--- src/rtl/bcd_7seg_scan_driver.sv ---
// Time-multiplexed BCD to 7-segment scan driver.
// A shadow register holds the digits and decimal points. A divider walks a
// one-hot anode across the digits. Each digit slot begins with one dark cycle
// so the anode never changes while segments are driven. Leading zeros can be
// suppressed, the whole display can be blanked, and codes 10-15 show a dash.
// All pin outputs are registered. Polarity inversion is the final stage.
module bcd_7seg_scan_driver #(
    parameter int NUM_DIGITS     = 4,
    parameter int REFRESH_DIV    = 1000,
    parameter bit SEG_ACTIVE_LOW = 1'b0,
    parameter bit AN_ACTIVE_LOW  = 1'b0
) (
    input  logic                          clk,
    input  logic                          reset,
    input  logic                          load,
    input  logic [4*NUM_DIGITS-1:0]       bcd_in,
    input  logic [NUM_DIGITS-1:0]         dp_in,
    input  logic                          lzs_en,
    input  logic                          blank,
    output logic [6:0]                    seg_o,
    output logic                          dp_o,
    output logic [NUM_DIGITS-1:0]         an_o,
    output logic [$clog2(NUM_DIGITS)-1:0] digit_idx,
    output logic                          frame_done
);

    localparam int IDX_W = $clog2(NUM_DIGITS);
    localparam int CNT_W = $clog2(REFRESH_DIV);
    localparam logic [CNT_W-1:0] CNT_LAST = CNT_W'(REFRESH_DIV - 1);
    localparam logic [IDX_W-1:0] IDX_LAST = IDX_W'(NUM_DIGITS - 1);
    localparam logic [NUM_DIGITS-1:0] AN_ONE = NUM_DIGITS'(1);

    // Scan state
    logic [CNT_W-1:0]      cnt_q, cnt_d;
    logic [IDX_W-1:0]      idx_q, idx_d;
    logic                  frame_done_q, frame_done_d;

    // Shadow copy of the displayed value
    logic [4*NUM_DIGITS-1:0] shadow_bcd_q;
    logic [NUM_DIGITS-1:0]   shadow_dp_q;

    // Output register, held active-high internally
    logic [6:0]            seg_q, seg_d;
    logic                  dp_q, dp_d;
    logic [NUM_DIGITS-1:0] an_q, an_d;

    // Per-digit views of the shadow
    logic [3:0]            digit_bcd [NUM_DIGITS];
    logic [NUM_DIGITS-1:0] digit_zero;
    logic [NUM_DIGITS-1:0] lead_zero;
    logic [NUM_DIGITS-1:0] suppress;

    function automatic logic [6:0] decode(input logic [3:0] v);
        logic [6:0] s;
        case (v)
            4'd0:    s = 7'h3F;
            4'd1:    s = 7'h06;
            4'd2:    s = 7'h5B;
            4'd3:    s = 7'h4F;
            4'd4:    s = 7'h66;
            4'd5:    s = 7'h6D;
            4'd6:    s = 7'h7D;
            4'd7:    s = 7'h07;
            4'd8:    s = 7'h7F;
            4'd9:    s = 7'h6F;
            default: s = 7'h40;  // invalid BCD code shows a dash
        endcase
        return s;
    endfunction

    genvar gi;
    generate
        for (gi = 0; gi < NUM_DIGITS; gi++) begin : g_digit
            assign digit_bcd[gi]  = shadow_bcd_q[4*gi +: 4];
            assign digit_zero[gi] = (shadow_bcd_q[4*gi +: 4] == 4'd0);
        end
    endgenerate

    // Leading-zero run from the most significant digit downwards. Digit 0 always shows.
    always_comb begin
        logic zero_run;
        zero_run  = 1'b1;
        lead_zero = '0;
        suppress  = '0;
        for (int k = NUM_DIGITS - 1; k >= 0; k--) begin
            zero_run     = zero_run & digit_zero[k];
            lead_zero[k] = zero_run;
            if (k != 0) begin
                suppress[k] = lzs_en & lead_zero[k];
            end
        end
    end

    // Refresh divider and digit counter. The frame pulse fires on the last digit's wrap.
    always_comb begin
        cnt_d        = cnt_q + CNT_W'(1);
        idx_d        = idx_q;
        frame_done_d = 1'b0;
        if (cnt_q == CNT_LAST) begin
            cnt_d = '0;
            if (idx_q == IDX_LAST) begin
                idx_d        = '0;
                frame_done_d = 1'b1;
            end else begin
                idx_d = idx_q + IDX_W'(1);
            end
        end
    end

    // Output select. The slot's first cycle (cnt 0) is dead time.
    always_comb begin
        seg_d = '0;
        dp_d  = 1'b0;
        an_d  = '0;
        if (!blank && (cnt_q != '0) && !suppress[idx_q]) begin
            seg_d = decode(digit_bcd[idx_q]);
            dp_d  = shadow_dp_q[idx_q];
            an_d  = AN_ONE << idx_q;
        end
    end

    // Scan counters and the frame pulse
    always_ff @(posedge clk or posedge reset) begin
        if (reset) begin
            cnt_q        <= '0;
            idx_q        <= '0;
            frame_done_q <= 1'b0;
        end else begin
            cnt_q        <= cnt_d;
            idx_q        <= idx_d;
            frame_done_q <= frame_done_d;
        end
    end

    // Shadow capture. This never disturbs the scan position.
    always_ff @(posedge clk or posedge reset) begin
        if (reset) begin
            shadow_bcd_q <= '0;
            shadow_dp_q  <= '0;
        end else if (load) begin
            shadow_bcd_q <= bcd_in;
            shadow_dp_q  <= dp_in;
        end
    end

    // Registered pin drive. Reset forces it dark.
    always_ff @(posedge clk or posedge reset) begin
        if (reset) begin
            seg_q <= '0;
            dp_q  <= 1'b0;
            an_q  <= '0;
        end else begin
            seg_q <= seg_d;
            dp_q  <= dp_d;
            an_q  <= an_d;
        end
    end

    assign seg_o      = SEG_ACTIVE_LOW ? ~seg_q : seg_q;
    assign dp_o       = SEG_ACTIVE_LOW ? ~dp_q  : dp_q;
    assign an_o       = AN_ACTIVE_LOW  ? ~an_q  : an_q;
    assign digit_idx  = idx_q;
    assign frame_done = frame_done_q;

endmodule

--- config.mk ---
export PLATFORM = sky130hd
export DESIGN_NAME = bcd_7seg_scan_driver
export DESIGN_NICKNAME = d
export VERILOG_FILES = /design/src/rtl/bcd_7seg_scan_driver.sv
export SDC_FILE = /design/constraint.sdc
export NUM_CORES = 1
export LEC_CHECK = 0
export BUFFER_PORTS_ARGS = -buffer_cell sky130_fd_sc_hd__buf_2
export CAP_MARGIN = 20
export CORE_MARGIN = 2
export CORE_UTILIZATION = 55
export DETAILED_ROUTE_END_ITERATION = 12
export PLACE_DENSITY = 0.82
export SYNTH_ARGS = -nofsm -noshare
export SYNTH_HDL_FRONTEND = slang
export SYNTH_SLANG_ARGS = --single-unit
--- constraint.sdc ---
create_clock -name clk -period 5 [get_ports clk]
set_input_delay 1.25 -clock clk [delete_from_list [all_inputs] [get_ports clk]]
set_output_delay 1.25 -clock clk [all_outputs]
set_load 0.01 [all_outputs]
==> run metrics <==
Hold Path Class=reg2reg; share of power burned in combinational logic=0.122; Net Sw Power=0.171 mW; CTS Root Cell=clkbuf_8; wire per inst=roughly 14 um; Post-CTS Resized=0; internal power=between 0.5 and 0.6 mW; Lkg Pwr=approximately 1.2 nW; Post-Syn Instances=176; Register-to-Register Path Depth=6; CP Class=reg2out; Inserted Diodes=0; clk_skew=0.00361 ns; Die X=66.3 um; RSZ-0062 raised after global routing=false; DIE HEIGHT=66.3 um; DRC=0; # rows=22; initial antenna violation count=0; minimum clock period=2.43 ns; # Max-Cap Violations=0; top-count cell post-synth=dfrtp_1; Synth top cells by count=dfrtp_1, mux2_2, nor2_1, inv_1, ha_1; Slew Viols, Final=0; Vias=1411; Sum Neg Setup Slack=0 ns; largest net degree at the start of global routing=46; CTS max path bufs=2; post-synth top area share=0.528; Worst-Margin Slew=~0.55 ns; hold_buf cts=0; clock latency at the later pin of the worst-skew pair=0.30 ns; drt first pass iters=4; Setup crit end=digit_idx[0]; Tot GR Track Use=0.205; M2 GR Usage=0.314; port buffer count=39; Core ar.=3690 um2; slew margin rel.=0.630; Area growth syn-to-layout=14.7%; crit-path max cell delay=between 0.6 and 0.7 ns; yosys synthesis warning count=0; Critical path buffers and inverters=1; die area=4390 um2; Setup WS post-layout=2.57 ns; Seq/Total Area, Yosys=0.528; syn_nets=about 210; endpoints failing hold=0; Main synth FF type=dfrtp_1; met1 Usage GRT=0.272; DR vias/cell=roughly 5.3; dpl ws=2.81 ns; post-synthesis cell area=2130 um2; Crit. End Element=output port; CTS H-tree lvls=2; DRT antenna net count=0; sequential share of power=0.563; final setup violation count=0; reg2reg start=digit_idx[0]; R2R setup slack=2.83 ns; starting DRC count in detailed routing=78; I/O pins=40; Synth area leader=dfrtp_1; Sink Count=45; CP top delay family=flip-flops; first-pass GRT wire length=6.61 mm; outcome=finished, final reports clean; critical path arrival=approximately 1.2 ns; post-DP HPWL=2.73 mm; startpoint types=register; Distinct cells, synth=35; Crit-path slowest cell=dfrtp_1; Post-CTS Setup Inserts=0; switching portion of total power=0.240; Seq cells post-synth=45; nets=254; power density cells=290 nW/um2; ranking of synthesized cells by area=dfrtp_1, mux2_2, ha_1, nor2_1, mux4_2; gpl congestion=0.790; drt total wl=3.76 mm; Mean Syn Cell Area=12.1 um2; required time worst endpoint=3.75 ns; Stages on worst setup path=1; Clock transition at path regs=0.07 ns; CP max FO=13; EDFF count, synth=0; Critical Path, Cell by Cell=buf_2; clock tree from TritonCTS=built; critical path startpoint=digit_idx[0]; vias in the first global route=1413; fraction of layout cells with a size suffix above 1=0.339; GR Overflow Total=0; GRT Max-Usage Layer=met2; Initial Util=0.578; R2R Path End=seg_o[5]; crit share post-route=0.486; share of total power in the clock network=0.314; fraction of registers with async set/reset=1.00; CTS buffer count=5; final core utilization=0.664; VDD IR max=approximately 0.21 mV; met3 Resource Use GR=0.0716; FMAX=411 MHz
==> worst min-delay path by stage <==
stage,to,slack [ns],from,cells past startpoint
5_1_grt,cnt_q[0],0.51,cnt_q[0],1
2_1_floorplan,cnt_q[0],0.45,cnt_q[0],1
3_3_place_gp,cnt_q[0],0.46,cnt_q[0],1
6_report,cnt_q[0],0.49,cnt_q[0],1
4_1_cts,cnt_q[0],0.49,cnt_q[0],1
3_5_place_dp,cnt_q[0],0.48,cnt_q[0],1
==> cells by family (layout without fill, tap and decap cells) <==
family	count (synthesis)	after routing	synth area share
flip-flops	45	45	0.528
AND/OR/NAND/NOR	49	49	0.110
XOR/XNOR	7	7	0.0287
adder cells (fa/ha/maj)	11	11	0.0645
multiplexers	28	28	0.177
AO/OA/AOI/OAI	16	16	0.0475
buffers and inverters	20	62	0.0446
==> stage by stage <==
stage	instance area (um2)	hold WS (ns)	std cells	power [mW]
after CTS	2450	0.487	266	0.718
final	2450	0.488	266	0.710
after floorplan	2130	0.447	176	0.464
after detailed placement	2360	0.476	259	0.495
after global placement	2360	0.464	259	0.490
after global routing	2450	0.507	266	0.747
==> sequential cells by signal, summed over array words and instances (netlist names) <==
| signal | count |
|---|---|
| an_o | 4 |
| cnt_q | 10 |
| digit_idx | 2 |
| dp_o | 1 |
| frame_done | 1 |
| seg_o | 7 |
| shadow_bcd_q | 16 |
| shadow_dp_q | 4 |
==> placed cells by master, fill, tap and decap left out <==
master / count
o31ai_1: 1
mux2_2: 22
inv_1: 14
nor4_1: 2
and2_1: 2
nor2_2: 1
xnor2_1: 1
clkbuf_1: 1
mux4_1: 2
buf_4: 2
nor4b_1: 1
o21ai_0: 1
xor2_1: 6
nand3_1: 4
a211oi_2: 1
o22ai_1: 1
a211o_1: 1
nor2_1: 20
mux2i_1: 1
and3_1: 1
nand2_1: 7
buf_2: 39
a21o_1: 1
dfrtp_1: 45
nor3b_1: 1
mux4_2: 3
a31oi_1: 1
nor2b_1: 3
nor3_1: 3
clkbuf_8: 6
ha_1: 11
nand4_1: 3
nand2b_1: 1
a21oi_1: 8
o21a_1: 1
==> layout make-up <==
cell class                 count  area (um2)
clock buffer                   7        86.3
timing repair buffer          41         210
multi-input combinational    111         912
sequential                    45        1130
inverter                      14        52.6
tap                           48        60.1
fill                         298        1240
==> power groups by stage <==
stage	sequential [mW]	clock [mW]	combinational [mW]
floorplan	0.406	0	0.0574
global placement	0.406	0	0.0844
detailed placement	0.407	0	0.0875
CTS	0.400	0.230	0.0878
global route	0.403	0.246	0.0984
finish	0.400	0.223	0.0870
==> layer usage <==
metal,routed length (um),share of wire
met1,1730,0.46
met2,1770,0.47
met3,207,0.055
met4,61,0.016
met5,0,0
Power figures use the tool's default switching activity.
